[src/rtl/fwd_pkg.sv]
// Shared constants for the forwarding/hazard controller: select codes,
// write-source encodings and shadow-entry field widths.
package fwd_pkg;

  localparam int SH_REG_W   = 3;
  localparam int SH_SRC_W   = 2;
  localparam int FWD_CODE_W = 3;

  localparam logic [FWD_CODE_W-1:0] FWD_RF        = 3'b000;
  localparam logic [FWD_CODE_W-1:0] FWD_MEMWB_WB  = 3'b001;
  localparam logic [FWD_CODE_W-1:0] FWD_EXMEM_ALU = 3'b010;
  localparam logic [FWD_CODE_W-1:0] FWD_EXMEM_PC  = 3'b011;
  localparam logic [FWD_CODE_W-1:0] FWD_MEMWB_PC  = 3'b100;

  localparam logic [SH_SRC_W-1:0] WSRC_ALU  = 2'b00;
  localparam logic [SH_SRC_W-1:0] WSRC_LOAD = 2'b01;
  localparam logic [SH_SRC_W-1:0] WSRC_LINK = 2'b10;
  localparam logic [SH_SRC_W-1:0] WSRC_ILL  = 2'b11;

  typedef struct packed {
    logic                  hazard;
    logic [FWD_CODE_W-1:0] sel;
  } fwd_res_t;

endpackage

[src/rtl/fwd_stage_reg.sv]
// One shadow pipeline entry {vld, wr_en, wr_reg, wr_src}; holds while en==0,
// loads an invalid entry when bubble==1.
module fwd_stage_reg
  import fwd_pkg::*;
#(
  parameter int REG_W = SH_REG_W
) (
  input  logic                clk,
  input  logic                rst,
  input  logic                en,
  input  logic                bubble,
  input  logic                d_vld,
  input  logic                d_wr_en,
  input  logic [REG_W-1:0]    d_wr_reg,
  input  logic [SH_SRC_W-1:0] d_wr_src,
  output logic                q_vld,
  output logic                q_wr_en,
  output logic [REG_W-1:0]    q_wr_reg,
  output logic [SH_SRC_W-1:0] q_wr_src
);

  logic                vld_reg;
  logic                wr_en_reg;
  logic [REG_W-1:0]    wr_reg_reg;
  logic [SH_SRC_W-1:0] wr_src_reg;

  always_ff @(posedge clk) begin
    if (!rst) begin
      vld_reg    <= 1'b0;
      wr_en_reg  <= 1'b0;
      wr_reg_reg <= '0;
      wr_src_reg <= '0;
    end else if (en) begin
      vld_reg    <= d_vld & ~bubble;
      wr_en_reg  <= d_wr_en;
      wr_reg_reg <= d_wr_reg;
      wr_src_reg <= d_wr_src;
    end
  end

  assign q_vld    = vld_reg;
  assign q_wr_en  = wr_en_reg;
  assign q_wr_reg = wr_reg_reg;
  assign q_wr_src = wr_src_reg;

endmodule

[src/rtl/fwd_hazard_ctrl.sv]
// Decode-stage forwarding-select and load-use stall generator with EX/MEM/WB shadow entries.
// Define FWD_BYPASS_EN for full bypassing; otherwise dependents stall until the producer reaches WB.
module fwd_hazard_ctrl
  import fwd_pkg::*;
#(
  parameter int REG_W = SH_REG_W,
  parameter int FWD_W = FWD_CODE_W
) (
  input  logic                clk,
  input  logic                rst,
  input  logic                id_valid,
  input  logic [REG_W-1:0]    id_rs,
  input  logic                id_rs_used,
  input  logic [REG_W-1:0]    id_rt,
  input  logic                id_rt_used,
  input  logic                id_wr_en,
  input  logic [REG_W-1:0]    id_wr_reg,
  input  logic [SH_SRC_W-1:0] id_wr_src,
  input  logic                flush,
  input  logic                mem_stall,
  output logic                stall,
  output logic [FWD_W-1:0]    forwardA,
  output logic [FWD_W-1:0]    forwardB,
  output logic                ex_vld,
  output logic                mem_vld,
  output logic                wb_vld,
  output logic                err
);

  // Index 0 = EX, 1 = MEM, 2 = WB.
  logic [2:0]          st_vld;
  logic [2:0]          st_wen;
  logic [REG_W-1:0]    st_reg [3];
  logic [SH_SRC_W-1:0] st_src [3];

  logic       bubble_ex;
  fwd_res_t   res_a;
  fwd_res_t   res_b;
  logic [FWD_W-1:0] fwd_a_reg;
  logic [FWD_W-1:0] fwd_b_reg;
  logic       err_reg;

  generate
    for (genvar gi = 0; gi < 3; gi++) begin : g_stage
      if (gi == 0) begin : g_ex
        fwd_stage_reg #(.REG_W(REG_W)) u_stage (
          .clk      (clk),
          .rst      (rst),
          .en       (~mem_stall),
          .bubble   (bubble_ex),
          .d_vld    (id_valid),
          .d_wr_en  (id_wr_en),
          .d_wr_reg (id_wr_reg),
          .d_wr_src (id_wr_src),
          .q_vld    (st_vld[gi]),
          .q_wr_en  (st_wen[gi]),
          .q_wr_reg (st_reg[gi]),
          .q_wr_src (st_src[gi])
        );
      end else begin : g_older
        fwd_stage_reg #(.REG_W(REG_W)) u_stage (
          .clk      (clk),
          .rst      (rst),
          .en       (~mem_stall),
          .bubble   (1'b0),
          .d_vld    (st_vld[gi-1]),
          .d_wr_en  (st_wen[gi-1]),
          .d_wr_reg (st_reg[gi-1]),
          .d_wr_src (st_src[gi-1]),
          .q_vld    (st_vld[gi]),
          .q_wr_en  (st_wen[gi]),
          .q_wr_reg (st_reg[gi]),
          .q_wr_src (st_src[gi])
        );
      end
    end
  endgenerate

  // WB only needs to exist as a shadow; the regfile writes through, so it never drives a select.
  logic unused_shadow;
  assign unused_shadow = ^{st_wen[2], st_reg[2], st_src[0], st_src[1], st_src[2]};

  // EX is checked first so the youngest producer wins.
  function automatic fwd_res_t resolve(input logic [REG_W-1:0] src, input logic used);
    fwd_res_t r;
    logic     m_ex;
    logic     m_mem;
    r     = '0;
    m_ex  = used & st_vld[0] & st_wen[0] & (st_reg[0] == src);
    m_mem = used & st_vld[1] & st_wen[1] & (st_reg[1] == src);
`ifdef FWD_BYPASS_EN
    if (m_ex) begin
      r.hazard = (st_src[0] == WSRC_LOAD);
      case (st_src[0])
        WSRC_ALU:  r.sel = FWD_EXMEM_ALU;
        WSRC_LINK: r.sel = FWD_EXMEM_PC;
        default:   r.sel = FWD_RF;
      endcase
    end else if (m_mem) begin
      case (st_src[1])
        WSRC_ALU, WSRC_LOAD: r.sel = FWD_MEMWB_WB;
        WSRC_LINK:           r.sel = FWD_MEMWB_PC;
        default:             r.sel = FWD_RF;
      endcase
    end
`else
    r.hazard = m_ex | m_mem;
    r.sel    = FWD_RF;
`endif
    return r;
  endfunction

  always_comb begin
    res_a     = resolve(id_rs, id_rs_used);
    res_b     = resolve(id_rt, id_rt_used);
    stall     = id_valid & (res_a.hazard | res_b.hazard) & ~flush;
    bubble_ex = stall | flush | ~id_valid;
  end

  always_ff @(posedge clk) begin
    if (!rst) begin
      fwd_a_reg <= '0;
      fwd_b_reg <= '0;
      err_reg   <= 1'b0;
    end else begin
      if (id_valid & id_wr_en & (id_wr_src == WSRC_ILL))
        err_reg <= 1'b1;
      if (!mem_stall) begin
        fwd_a_reg <= bubble_ex ? '0 : FWD_W'(res_a.sel);
        fwd_b_reg <= bubble_ex ? '0 : FWD_W'(res_b.sel);
      end
    end
  end

  assign forwardA = fwd_a_reg;
  assign forwardB = fwd_b_reg;
  assign ex_vld   = st_vld[0];
  assign mem_vld  = st_vld[1];
  assign wb_vld   = st_vld[2];
  assign err      = err_reg;

endmodule
[config.mk]
export PLATFORM = sky130hd
export DESIGN_NAME = fwd_hazard_ctrl
export DESIGN_NICKNAME = d
export VERILOG_FILES = /design/src/rtl/fwd_pkg.sv /design/src/rtl/fwd_stage_reg.sv /design/src/rtl/fwd_hazard_ctrl.sv
export SDC_FILE = /design/constraint.sdc
export NUM_CORES = 1
export LEC_CHECK = 0
export CAP_MARGIN = 20
export CORE_UTILIZATION = 43
export DETAILED_ROUTE_END_ITERATION = 16
export PLACE_DENSITY = 0.74
export RECOVER_POWER = 25
export SLEW_MARGIN = 20
export SYNTH_ARGS = -nofsm -noshare
export SYNTH_HDL_FRONTEND = slang
export SYNTH_HIERARCHICAL = 1
export SYNTH_SLANG_ARGS = --single-unit
[constraint.sdc]
create_clock -name clk -period 1.4 [get_ports clk]
set_clock_uncertainty 0.05 [all_clocks]
set_input_delay 0.21 -clock clk [delete_from_list [all_inputs] [get_ports clk]]
set_output_delay 0.21 -clock clk [all_outputs]
set_load 0.05 [all_outputs]
Word-level counts from Yosys, hierarchy flattened. Index checks and enable logic that the tools add are counted. W data, S select, Z words.

Bits in registers: 12. Bits of input ports: 19. Output and inout port bits: 11.

Equal/unequal tests: 5. Bitwise gates (word level): 25.

Operator list (number): $and A1 B1 Y1 (17); $eq A3 B3 Y1 (4); $or A1 B1 Y1 (5); $not A1 Y1 (3); $eq A2 B2 Y1 const B (1).

Logic depth before layout (Yosys ltp). Gate-level depths: netlist (run 1).

Word-level depth: 11. Mapped depth: 6.

Cells and area by module. The synthesis (run 1) kept the hierarchy.

By module, submodules not included: fwd_stage_reg (instances 3, cells an instance 23, area an instance 269.0 um2, seq. area each 140.1 um2); fwd_hazard_ctrl (instances 1, cells an instance 34, area an instance 259.0 um2, seq. area each 20.0 um2).

Worst setup path before layout (run 1). OpenSTA, ideal clock, no wires.

Path kind: register to output. Start: register g_stage[0].g_ex.u_stage.vld_reg. End: output stall. Arrival time: 2.308 ns. Path slack: -1.168 ns. Stages on the path, launching flop included: 5. Buffers on the path: 0. Cell sequence: dfxtp_1 > nand3_1 > nor4_1 > nor4_1 > nor3b_1.

Cells in the longest elaborated chain, start to end: 7. Elaborated cells on any way between the ends: 11. Classes of those cells: 11 x bitwise.

Ends and longest elaborated chain: start: declaration (RTL line fwd_stage_reg.sv:22) `logic vld_reg;`; start signal: assignment (RTL line fwd_stage_reg.sv:34) `vld_reg <= d_vld & ~bubble;`; $and A1 B1 Y1 (3 in series) (RTL line fwd_hazard_ctrl.sv:89) `m_ex = used & st_vld[0] & st_wen[0] & (st_reg[0] == src);`; $or A1 B1 Y1 (RTL line fwd_hazard_ctrl.sv:107) `r.hazard = m_ex | m_mem;`; $or A1 B1 Y1 (*) (RTL line fwd_hazard_ctrl.sv:116) `stall = id_valid & (res_a.hazard | res_b.hazard) & ~flush;`; $and A1 B1 Y1 (*) (2 in series) (RTL line fwd_hazard_ctrl.sv:116); end: declaration (RTL line fwd_hazard_ctrl.sv:21) `output logic stall,`.

Every way passes the cells marked *; elsewhere a longest branch is shown, timed or not.

Worst setup path after layout (run 1).
Start: register g_stage[1].g_older.u_stage.wr_reg_reg[2]. End: output stall.

Cells in the longest elaborated chain, start to end: 6. Elaborated cells on any way between the ends: 9. Classes of those cells: 2 x eq/ne; 7 x bitwise.

Ends and longest elaborated chain: start: declaration (RTL line fwd_stage_reg.sv:24) `logic [REG_W-1:0] wr_reg_reg;`; start signal: assignment (RTL line fwd_stage_reg.sv:36) `wr_reg_reg <= d_wr_reg;`; $eq A3 B3 Y1 (RTL line fwd_hazard_ctrl.sv:90) `m_mem = used & st_vld[1] & st_wen[1] & (st_reg[1] == src);`; $and A1 B1 Y1 (RTL line fwd_hazard_ctrl.sv:90); $or A1 B1 Y1 (RTL line fwd_hazard_ctrl.sv:107); $or A1 B1 Y1 (*) (RTL line fwd_hazard_ctrl.sv:116); $and A1 B1 Y1 (*) (2 in series) (RTL line fwd_hazard_ctrl.sv:116).

Marked as above.

==> run_summary.xml, run 1 <==
<?xml version="1.0" encoding="UTF-8"?>
<metrics>
  <group name="die">
    <metric name="initial_core_util" unit="">0.461</metric>
    <metric name="num_io_pins" unit="">30</metric>
    <metric name="fp.dieArea" unit="µm²">1800</metric>
    <metric name="die_w" unit="µm">42.4</metric>
    <metric name="placementRows" unit="">14</metric>
    <metric name="die_y_extent" unit="µm">42.4</metric>
    <metric name="core" unit="µm²">1520</metric>
  </group>
  <group name="finish">
    <metric name="antenna_cells_inserted" unit="">0</metric>
    <metric name="design.final.nets" unit="">125</metric>
    <metric name="utilization" unit="">0.747</metric>
    <metric name="fin_cells" unit="">121</metric>
    <metric name="area_growth_from_synthesis_to_final_layout" unit="%">61.9</metric>
    <metric name="multi_input_comb_area" unit="µm²">494</metric>
    <metric name="drive_above_1_share" unit="">0.352</metric>
    <metric name="final_cell_mix" unit="">9 x sky130_fd_sc_hd__nor2b_1, 9 x sky130_fd_sc_hd__clkdlybuf4s50_1</metric>
    <metric name="register_area" unit="µm²">259</metric>
    <metric name="design_area" unit="µm²">1140</metric>
    <metric name="n_fill_cell" unit="">122</metric>
  </group>
  <group name="grt">
    <metric name="grt_use_total" unit="">0.194</metric>
    <metric name="grt_pass1_wl" unit="µm">2610</metric>
    <metric name="grt-ovfl-total" unit="">0</metric>
    <metric name="grt_pass1_vias" unit="">577</metric>
    <metric name="grt_start_max_net_pins" unit="">16</metric>
    <metric name="antenna_found_initial" unit="">0</metric>
  </group>
  <group name="critical_path">
    <metric name="crit_path_top_delay_cell" unit="">sky130_fd_sc_hd__dfxtp_4</metric>
    <metric name="worst_setup_path_start_kind" unit="">flip-flop</metric>
    <metric name="reg2reg_setup_slack" unit="ps">-120</metric>
    <metric name="worstPathRequired" unit="ps">1140</metric>
    <metric name="max_stage_delay" unit="ps">370</metric>
    <metric name="crit_chain" unit="">xor2_2, nor4_2, nor4_2, nor3b_4, buf_12</metric>
    <metric name="crit_family" unit="">simple AND/OR/NAND/NOR gates</metric>
    <metric name="kind_of_capture_point_of_the_worst_setup_path" unit="">output port</metric>
    <metric name="cp_max_fo" unit="">3</metric>
    <metric name="dominant_cell_type_by_count_on_the_critical_path" unit="">sky130_fd_sc_hd__nor4_2</metric>
    <metric name="worstSetupPathType" unit="">flip-flop to output port</metric>
    <metric name="worst-path-buf-inv" unit="">1</metric>
    <metric name="crit_arrival" unit="ps">1580</metric>
  </group>
  <group name="sta">
    <metric name="rsz0062_at_grt" unit="">true</metric>
    <metric name="timing.final.setup_violations" unit="">2</metric>
    <metric name="fin_crit" unit="ps">1840</metric>
    <metric name="finalMaxSlewViolations" unit="">0</metric>
    <metric name="report.final.hold_viol_count" unit="">0</metric>
    <metric name="fin_crit_sh" unit="">1.31</metric>
    <metric name="timing.final.ws_setup" unit="ps">-436</metric>
    <metric name="fmaxAchievable" unit="GHz">0.545</metric>
  </group>
  <group name="logic_synthesis">
    <metric name="synth.cell_area" unit="µm²">703</metric>
    <metric name="average_cell_area_after_synthesis" unit="µm²">9.63</metric>
    <metric name="syn-instance-count" unit="">73</metric>
    <metric name="ys.warnings.count" unit="">6</metric>
  </group>
  <group name="power">
    <metric name="worst_ir_drop_vdd" unit="mV">0.735</metric>
    <metric name="p_switching" unit="W">0.000233</metric>
    <metric name="fraction_of_power_consumed_by_combinational_cells" unit="">0.258</metric>
    <metric name="p_int" unit="W">0.000550</metric>
    <metric name="power.static_leakage" unit="nW">0.485</metric>
    <metric name="p_per_area" unit="nW/µm²">687</metric>
    <metric name="share_seq_of_total_power" unit="">0.468</metric>
    <metric name="power.clock.fraction" unit="">0.274</metric>
    <metric name="switching_power_as_a_share_of_total_power" unit="">0.297</metric>
  </group>
  <group name="clock_tree">
    <metric name="clock_transition_at_the_register_clock_pins_on_the_worst_setup_and_hold_paths_after_cts" unit="ps">80</metric>
    <metric name="cts.path.max_buffers" unit="">2</metric>
    <metric name="clock_latency" unit="ps">260</metric>
    <metric name="cts-buffers-inserted" unit="">3</metric>
    <metric name="cts_tree" unit="">done</metric>
    <metric name="clk_root_buffer_cell" unit="">sky130_fd_sc_hd__clkbuf_4</metric>
    <metric name="cts_htree_levels" unit="">1</metric>
    <metric name="cts.sink_count" unit="">12</metric>
    <metric name="cts_hold_buffers_added" unit="">0</metric>
  </group>
  <group name="detailed_routing">
    <metric name="amount_of_wire_on_met2_after_detailed_routing" unit="µm">753</metric>
    <metric name="drc_errors" unit="">0</metric>
    <metric name="route.layer.met1.wl" unit="µm">724</metric>
    <metric name="route.detailed.vias_per_inst" unit="">5.07</metric>
    <metric name="wl_met3" unit="µm">94</metric>
    <metric name="wl_per_cell" unit="µm">13.1</metric>
    <metric name="initialDrtViolationCount" unit="">3</metric>
    <metric name="ant_nets" unit="">0</metric>
    <metric name="route.top_layer_used" unit="">met4</metric>
    <metric name="firstDrtPassIters" unit="">4</metric>
    <metric name="total_number_of_vias" unit="">613</metric>
    <metric name="wirelength" unit="µm">1580</metric>
  </group>
  <group name="status">
    <metric name="violations" unit="">negative setup slack</metric>
    <metric name="outcome" unit="">complete, but fails checks</metric>
  </group>
  <group name="placement">
    <metric name="dpl.hpwl" unit="µm">1150</metric>
    <metric name="placedInstanceArea" unit="µm²">1060</metric>
    <metric name="numPlacedInstances" unit="">117</metric>
    <metric name="count_of_port_buffers_added_during_placement" unit="">23</metric>
    <metric name="globalplace.congestion" unit="">0.692</metric>
  </group>
  <group name="job">
    <metric name="cap_viol_max_count" unit="">0</metric>
  </group>
  <group name="worst_hold_path">
    <metric name="worst_hold_path_type" unit="">flip-flop to flip-flop</metric>
  </group>
</metrics>
final timing paths:
path	startpoint	endpoint	depth (start not counted)
hold / removal	g_stage[2].g_older.u_stage/q_vld$_SDFFE_PN0P_	g_stage[2].g_older.u_stage/q_vld$_SDFFE_PN0P_	2
setup / recovery	g_stage[1].g_older.u_stage/q_wr_reg[2]$_SDFFE_PN0P_	stall	5
setup reg to reg	g_stage[1].g_older.u_stage/q_wr_reg[2]$_SDFFE_PN0P_	g_stage[0].g_ex.u_stage/q_vld$_SDFFE_PN0P_	6
hold reg to reg	g_stage[2].g_older.u_stage/q_vld$_SDFFE_PN0P_	g_stage[2].g_older.u_stage/q_vld$_SDFFE_PN0P_	2
metrics by stage:
stage	TNS (ps)	total power, W	hold slack (ps)	setup WS (ps)
after global placement	-1010	0.000567	445	-551
after CTS	-557	0.000786	469	-431
after detailed placement	-1030	0.000571	456	-556
final	-555	0.000782	462	-436
after global routing	-740	0.000816	511	-523
after floorplan	-253	0.000492	288	-253
power by group through the flow:
stage,clock network (W),logic (W),registers [W]
after CTS,0.000224,0.000196,0.000366
final,0.000214,0.000202,0.000366
after global routing,0.000232,0.000217,0.000368
after floorplan,0,0.000114,0.000378
after detailed placement,0,0.000199,0.000373
after global placement,0,0.000195,0.000372
layer usage:
metal / vias up / track usage
li1: 297 / -
met1: 287 / 0.251
met2: 27 / 0.311
met3: 2 / 0.0560
met4: 0 / 0.0563
met5: - / 0
tightest hold or removal path, cell delays in order (launching register included):
cell and delay [ps]:
sky130_fd_sc_hd__dfxtp_1 340, sky130_fd_sc_hd__nand3b_1 90, sky130_fd_sc_hd__nand2_1 50
timing repair:
item                                    CTS  global route
setup buffers                             1             0
pin swaps                                 6             0
gates resized for setup                  17             5
hold endpoints to repair                  0             0
endpoints found under the setup margin    2             2
layout make-up:
type                       count  area share
clock inverter                 1     0.00330
inverter                       1     0.00330
timing repair buffer          30       0.295
multi-input combinational     58       0.434
tap                           16      0.0176
clock buffer                   3      0.0198
sequential                    12       0.227
Note: power is estimated with default switching activity, not from simulation.
==> run 2, diff against run 1 <==
--- a/config.mk
+++ b/config.mk
@@ -6,10 +6,11 @@
 export NUM_CORES = 1
 export LEC_CHECK = 0
 export CAP_MARGIN = 20
-export CORE_UTILIZATION = 43
+export CORE_UTILIZATION = 47
 export DETAILED_ROUTE_END_ITERATION = 16
-export PLACE_DENSITY = 0.74
+export PLACE_DENSITY = 0.77
 export RECOVER_POWER = 25
+export SKIP_LAST_GASP = 1
 export SLEW_MARGIN = 20
 export SYNTH_ARGS = -nofsm -noshare
 export SYNTH_HDL_FRONTEND = slang
==> constraint.sdc (replaced) <==
create_clock -name clk -period 1.75 [get_ports clk]
set_clock_uncertainty 0.05 [all_clocks]
set_input_delay 0.2625 -clock clk [delete_from_list [all_inputs] [get_ports clk]]
set_output_delay 0.2625 -clock clk [all_outputs]
set_load 0.05 [all_outputs]
==> run 2 against run 1 <==
Compared with the run above: the flow still finishes with violations (negative setup slack); core utilization is 2.6 points lower; flip-flop and latch count stayed put; cell count is 5.0% lower; hold slack worse by 26 ps; first-iteration DRC count stayed put; global-route usage is 1.4 points higher; die area is 8.1% lower; combinational power is 31% lower.
==> run_summary.xml, run 2 (synthesis results as in run 1) <==
<?xml version="1.0" encoding="UTF-8"?>
<metrics>
  <group name="status">
    <metric name="outcome" unit="">complete, but fails checks</metric>
    <metric name="violations" unit="">negative setup slack</metric>
  </group>
  <group name="detailed_routing">
    <metric name="total_number_of_vias" unit="">567</metric>
    <metric name="drc_errors" unit="">0</metric>
    <metric name="initialDrtViolationCount" unit="">3</metric>
    <metric name="ant_nets" unit="">0</metric>
    <metric name="firstDrtPassIters" unit="">4</metric>
    <metric name="wirelength" unit="µm">1500</metric>
    <metric name="wl_per_cell" unit="µm">13.0</metric>
    <metric name="route.detailed.vias_per_inst" unit="">4.93</metric>
  </group>
  <group name="sta">
    <metric name="fin_crit" unit="ps">1920</metric>
    <metric name="report.final.hold_viol_count" unit="">0</metric>
    <metric name="rsz0062_at_grt" unit="">true</metric>
    <metric name="finalMaxSlewViolations" unit="">0</metric>
    <metric name="timing.final.setup_violations" unit="">1</metric>
    <metric name="hold_ws" unit="ps">436</metric>
    <metric name="fmaxAchievable" unit="GHz">0.520</metric>
    <metric name="fin_crit_sh" unit="">1.10</metric>
    <metric name="max-slew-margin-rel" unit="">0.466</metric>
    <metric name="timing.final.ws_setup" unit="ps">-173</metric>
    <metric name="worst_slew_pin_slew" unit="ps">802</metric>
  </group>
  <group name="grt">
    <metric name="grt-ovfl-total" unit="">0</metric>
    <metric name="grt_pass1_wl" unit="µm">2080</metric>
    <metric name="grt_pass1_vias" unit="">480</metric>
    <metric name="grt_use_total" unit="">0.208</metric>
    <metric name="grt_start_max_net_pins" unit="">16</metric>
    <metric name="antenna_found_initial" unit="">0</metric>
  </group>
  <group name="finish">
    <metric name="fin_cells" unit="">115</metric>
    <metric name="final_cell_mix" unit="">11 x sky130_fd_sc_hd__xor2_1, 9 x sky130_fd_sc_hd__nor2b_1, 9 x sky130_fd_sc_hd__clkdlybuf4s50_1</metric>
    <metric name="antenna_cells_inserted" unit="">0</metric>
    <metric name="area_growth_from_synthesis_to_final_layout" unit="%">38.4</metric>
    <metric name="layout_commonest_cell" unit="">sky130_fd_sc_hd__xor2_1</metric>
    <metric name="design_area" unit="µm²">973</metric>
    <metric name="utilization" unit="">0.721</metric>
    <metric name="drive_above_1_share" unit="">0.210</metric>
    <metric name="design.final.nets" unit="">120</metric>
  </group>
  <group name="critical_path">
    <metric name="worstSetupPathType" unit="">flip-flop to output port</metric>
    <metric name="crit_arrival" unit="ps">1610</metric>
    <metric name="max_stage_delay" unit="ps">420</metric>
    <metric name="worstPathRequired" unit="ps">1440</metric>
    <metric name="worst-path-buf-inv" unit="">1</metric>
    <metric name="kind_of_capture_point_of_the_worst_setup_path" unit="">output port</metric>
    <metric name="crit_chain" unit="">xor2_1, nor4_1, nor4_2, nor3b_4, buf_6</metric>
    <metric name="crit_family" unit="">simple AND/OR/NAND/NOR gates</metric>
    <metric name="cp_max_fo" unit="">3</metric>
    <metric name="crit_path_top_delay_cell" unit="">sky130_fd_sc_hd__nor4_2</metric>
    <metric name="worst_setup_path_start_kind" unit="">flip-flop</metric>
  </group>
  <group name="clock_tree">
    <metric name="cts_hold_buffers_added" unit="">0</metric>
    <metric name="cts.sink_count" unit="">12</metric>
    <metric name="clock_transition_at_the_register_clock_pins_on_the_worst_setup_and_hold_paths_after_cts" unit="ps">80</metric>
    <metric name="cts_tree" unit="">done</metric>
    <metric name="clk_root_buffer_cell" unit="">sky130_fd_sc_hd__clkbuf_4</metric>
    <metric name="cts.path.max_buffers" unit="">2</metric>
    <metric name="clock_latency" unit="ps">270</metric>
    <metric name="cts_htree_levels" unit="">1</metric>
    <metric name="cts-buffers-inserted" unit="">3</metric>
  </group>
  <group name="die">
    <metric name="initial_core_util" unit="">0.521</metric>
    <metric name="placementRows" unit="">13</metric>
    <metric name="die_y_extent" unit="µm">40.7</metric>
    <metric name="fp.dieArea" unit="µm²">1650</metric>
    <metric name="core" unit="µm²">1350</metric>
    <metric name="die_w" unit="µm">40.7</metric>
    <metric name="num_io_pins" unit="">30</metric>
  </group>
  <group name="power">
    <metric name="p_per_area" unit="nW/µm²">627</metric>
    <metric name="power.static_leakage" unit="nW">0.435</metric>
    <metric name="worst_ir_drop_vdd" unit="mV">0.444</metric>
  </group>
  <group name="worst_hold_path">
    <metric name="worst_hold_path_type" unit="">flip-flop to flip-flop</metric>
  </group>
  <group name="placement">
    <metric name="place_ws" unit="ps">-360</metric>
    <metric name="dpl.hpwl" unit="µm">1100</metric>
    <metric name="numPlacedInstances" unit="">112</metric>
    <metric name="globalplace.congestion" unit="">0.819</metric>
    <metric name="placedInstanceArea" unit="µm²">928</metric>
    <metric name="count_of_port_buffers_added_during_placement" unit="">23</metric>
  </group>
  <group name="job">
    <metric name="cap_viol_max_count" unit="">0</metric>
  </group>
</metrics>
## run 2: changes by cell type in the layout (fill, tap and decap cells not counted), sizes merged
| cell | before | now |
|---|---|---|
| clkbuf | 3 | 4 |
| buf | 12 | 6 |
## run 2: where the power goes
group	total, W	leakage, nW	internal (W)	switching [W]
Combinational	0.000139	0.318	0.0000611	0.0000782
Sequential	0.000293	0.101	0.000281	0.0000117
Clock	0.000178	0.0154	0.0000826	0.0000954
Total	0.000610	0.435	0.000425	0.000185
## run 2: worst min-delay path: cells and delay by family (launching register included)
family,cells,cell delay [ps]
flip-flops,1,310
AND/OR/NAND/NOR,2,130
## run 2: path summary, 6_finish.rpt
| kind | start | to | slack, ps | depth (start not counted) |
|---|---|---|---|---|
| min reg2reg | g_stage[2].g_older.u_stage/q_vld$_SDFFE_PN0P_ | g_stage[2].g_older.u_stage/q_vld$_SDFFE_PN0P_ | 440 | 2 |
| max reg2reg | g_stage[1].g_older.u_stage/q_wr_reg[0]$_SDFFE_PN0P_ | g_stage[0].g_ex.u_stage/q_vld$_SDFFE_PN0P_ | 120 | 6 |
| min | g_stage[2].g_older.u_stage/q_vld$_SDFFE_PN0P_ | g_stage[2].g_older.u_stage/q_vld$_SDFFE_PN0P_ | 440 | 2 |
| max | g_stage[1].g_older.u_stage/q_wr_reg[0]$_SDFFE_PN0P_ | stall | -170 | 5 |
## run 2: what timing repair did
action / 4_1_cts / 5_1_grt
setup endpoints to repair: 1 / 1
endpoints found under the hold margin: 0 / 0
resized for setup: 17 / 1
setup buffers: 1 / 0
pin swaps: 7 / 1
## run 2: layer usage
layer  part of all wire  global-route usage  wire length, µm  vias up
met1               0.41               0.213              620      255
met5                  0                   0                0        -
met2               0.52               0.365              778       17
met4              0.023              0.0750               34        0
met3              0.043              0.0978               65        4
li1                   -                   -                -      291
## run 2: final cells by class
class	instances	area, µm²
multi-input combinational	58	449
fill	119	377
sequential	12	253
timing repair buffer	25	223
clock buffer	3	22.5
tap	15	18.8
clock inverter	1	3.75
inverter	1	3.75
## run 2: stage by stage
stage | power, W | TNS (ps)
6_report | 0.000610 | -173
5_1_grt | 0.000644 | -269
4_1_cts | 0.000615 | -169
3_5_place_dp | 0.000440 | -547
3_3_place_gp | 0.000437 | -507
2_1_floorplan | 0.000390 | 0
==> run 3, diff against run 2 <==
--- a/config.mk
+++ b/config.mk
@@ -9,7 +9,6 @@
 export CORE_UTILIZATION = 47
 export DETAILED_ROUTE_END_ITERATION = 16
 export PLACE_DENSITY = 0.77
-export RECOVER_POWER = 25
 export SKIP_LAST_GASP = 1
 export SLEW_MARGIN = 20
 export SYNTH_ARGS = -nofsm -noshare
==> run 3 against run 2 <==
Compared with the run above: the run still ends with negative setup slack left; flip-flop and latch count did not move; count of clock-buffer cells in the layout stayed put; non-clock buffer count unchanged; core utilization is 0.28 points higher; maximum frequency is the same; clock power is essentially flat; die area is the same; combinational power is essentially flat; setup slack unchanged; critical path depth unchanged.
==> run_summary.xml, run 3 (synthesis results as in run 1) <==
<?xml version="1.0" encoding="UTF-8"?>
<metrics>
  <group name="finish">
    <metric name="design_area" unit="µm²">977</metric>
    <metric name="final_cell_mix" unit="">11 x sky130_fd_sc_hd__xor2_1, 10 x sky130_fd_sc_hd__clkdlybuf4s50_1, 9 x sky130_fd_sc_hd__nor2b_1</metric>
    <metric name="antenna_cells_inserted" unit="">0</metric>
    <metric name="fin_cells" unit="">115</metric>
    <metric name="area_growth_from_synthesis_to_final_layout" unit="%">39.0</metric>
    <metric name="layout_commonest_cell" unit="">sky130_fd_sc_hd__xor2_1</metric>
    <metric name="drive_above_1_share" unit="">0.220</metric>
    <metric name="design.final.nets" unit="">120</metric>
    <metric name="utilization" unit="">0.724</metric>
  </group>
  <group name="detailed_routing">
    <metric name="initialDrtViolationCount" unit="">3</metric>
    <metric name="total_number_of_vias" unit="">567</metric>
    <metric name="firstDrtPassIters" unit="">4</metric>
    <metric name="ant_nets" unit="">0</metric>
    <metric name="drc_errors" unit="">0</metric>
    <metric name="wl_per_cell" unit="µm">13.0</metric>
    <metric name="route.top_layer_used" unit="">met4</metric>
    <metric name="amount_of_wire_on_met2_after_detailed_routing" unit="µm">778</metric>
    <metric name="wl_met3" unit="µm">65</metric>
    <metric name="wirelength" unit="µm">1500</metric>
    <metric name="route.detailed.vias_per_inst" unit="">4.93</metric>
    <metric name="route.layer.met1.wl" unit="µm">621</metric>
  </group>
  <group name="placement">
    <metric name="placedInstanceArea" unit="µm²">928</metric>
    <metric name="numPlacedInstances" unit="">112</metric>
    <metric name="count_of_port_buffers_added_during_placement" unit="">23</metric>
    <metric name="dpl.hpwl" unit="µm">1100</metric>
    <metric name="globalplace.congestion" unit="">0.819</metric>
  </group>
  <group name="critical_path">
    <metric name="worstPathRequired" unit="ps">1440</metric>
    <metric name="critical_path_source" unit="">g_stage[1].g_older.u_stage/q_wr_reg[0]$_SDFFE_PN0P_</metric>
    <metric name="crit_arrival" unit="ps">1610</metric>
    <metric name="kind_of_capture_point_of_the_worst_setup_path" unit="">output port</metric>
    <metric name="worst_setup_path_start_kind" unit="">flip-flop</metric>
    <metric name="worstSetupPathType" unit="">flip-flop to output port</metric>
    <metric name="crit_chain" unit="">xor2_1, nor4_1, nor4_2, nor3b_4, buf_6</metric>
    <metric name="max_stage_delay" unit="ps">420</metric>
    <metric name="r2r_start" unit="">g_stage[1].g_older.u_stage/q_wr_reg[0]$_SDFFE_PN0P_</metric>
    <metric name="cp_max_fo" unit="">3</metric>
    <metric name="crit_path_top_delay_cell" unit="">sky130_fd_sc_hd__nor4_2</metric>
  </group>
  <group name="grt">
    <metric name="grt_pass1_vias" unit="">480</metric>
    <metric name="antenna_found_initial" unit="">0</metric>
    <metric name="grt_use_total" unit="">0.208</metric>
    <metric name="grt_start_max_net_pins" unit="">16</metric>
    <metric name="grt-ovfl-total" unit="">0</metric>
    <metric name="grt_pass1_wl" unit="µm">2080</metric>
  </group>
  <group name="sta">
    <metric name="rsz0062_at_grt" unit="">true</metric>
    <metric name="report.final.hold_viol_count" unit="">0</metric>
    <metric name="fmaxAchievable" unit="GHz">0.520</metric>
    <metric name="fin_crit" unit="ps">1920</metric>
    <metric name="fin_crit_sh" unit="">1.10</metric>
    <metric name="timing.final.ws_setup" unit="ps">-173</metric>
    <metric name="finalMaxSlewViolations" unit="">0</metric>
    <metric name="hold_ws" unit="ps">434</metric>
    <metric name="timing.final.setup_violations" unit="">1</metric>
  </group>
  <group name="power">
    <metric name="worst_ir_drop_vdd" unit="mV">0.445</metric>
    <metric name="design_power_total" unit="W">0.000612</metric>
    <metric name="p_per_area" unit="nW/µm²">626</metric>
    <metric name="power.static_leakage" unit="nW">0.438</metric>
  </group>
  <group name="die">
    <metric name="die_w" unit="µm">40.7</metric>
    <metric name="die_y_extent" unit="µm">40.7</metric>
    <metric name="initial_core_util" unit="">0.521</metric>
    <metric name="fp.dieArea" unit="µm²">1650</metric>
    <metric name="core" unit="µm²">1350</metric>
    <metric name="placementRows" unit="">13</metric>
    <metric name="num_io_pins" unit="">30</metric>
  </group>
  <group name="status">
    <metric name="outcome" unit="">complete, but fails checks</metric>
    <metric name="violations" unit="">negative setup slack</metric>
  </group>
  <group name="clock_tree">
    <metric name="cts_htree_levels" unit="">1</metric>
    <metric name="cts.path.max_buffers" unit="">2</metric>
    <metric name="clock_transition_at_the_register_clock_pins_on_the_worst_setup_and_hold_paths_after_cts" unit="ps">80</metric>
    <metric name="clock_latency" unit="ps">270</metric>
    <metric name="cts_hold_buffers_added" unit="">0</metric>
    <metric name="cts.sink_count" unit="">12</metric>
    <metric name="cts-buffers-inserted" unit="">3</metric>
    <metric name="clk_root_buffer_cell" unit="">sky130_fd_sc_hd__clkbuf_4</metric>
    <metric name="cts_tree" unit="">done</metric>
  </group>
  <group name="job">
    <metric name="cap_viol_max_count" unit="">0</metric>
  </group>
  <group name="worst_hold_path">
    <metric name="timing.hold.worst.start" unit="">g_stage[2].g_older.u_stage/q_vld$_SDFFE_PN0P_</metric>
    <metric name="worst_hold_path_type" unit="">flip-flop to flip-flop</metric>
  </group>
</metrics>
## run 3: changes by cell type in the layout (fill, tap and decap cells not counted), sizes merged
cell / before / now
buf: 6 / 7
clkdlybuf4s50: 9 / 10
clkbuf: 4 / 3
dlygate4sd3: 1 / 0
## run 3: power breakdown
group	switching (W)	total, W	leakage, nW	internal (W)
Sequential	0.0000117	0.000293	0.101	0.000281
Combinational	0.0000782	0.000140	0.322	0.0000622
Clock	0.0000954	0.000178	0.0154	0.0000826
Total	0.000185	0.000612	0.438	0.000426
## run 3: layout make-up
type                       count  area (µm²)
timing repair buffer          25         226
sequential                    12         253
multi-input combinational     58         449
fill                         117         373
tap                           15        18.8
clock inverter                 1        3.75
clock buffer                   3        22.5
inverter                       1        3.75
## run 3: critical path: cells and delay by family, from the launching register on
| kind | cells | cell delay, ps |
|---|---|---|
| flops | 1 | 410 |
| simple gates | 3 | 570 |
| buf+inv | 1 | 160 |
| xor+xnor | 1 | 190 |
## run 3: through the flow
stage	setup TNS (ps)	setup slack, ps
2_1_floorplan	0	29.5
3_3_place_gp	-507	-356
3_5_place_dp	-547	-360
4_1_cts	-169	-169
5_1_grt	-269	-269
6_report	-173	-173
## run 3: metal layers
| layer | track usage | up-vias |
|---|---|---|
| li1 | - | 291 |
| met1 | 0.213 | 255 |
| met2 | 0.365 | 17 |
| met3 | 0.0978 | 4 |
| met4 | 0.0750 | 0 |
| met5 | 0 | - |
## run 3: worst paths after layout
path                                              endpoint  slack, ps  cells after the start
max                                                  stall       -170                      5
min          g_stage[2].g_older.u_stage/q_vld$_SDFFE_PN0P_        430                      2
max reg2reg     g_stage[0].g_ex.u_stage/q_vld$_SDFFE_PN0P_        130                      6
min reg2reg  g_stage[2].g_older.u_stage/q_vld$_SDFFE_PN0P_        430                      2
## run 3: what timing repair did
item,CTS,global route
endpoints found under the setup margin,1,1
setup buffers,1,0
pin swaps,7,1
endpoints found under the hold margin,0,0
gates resized for setup,17,1
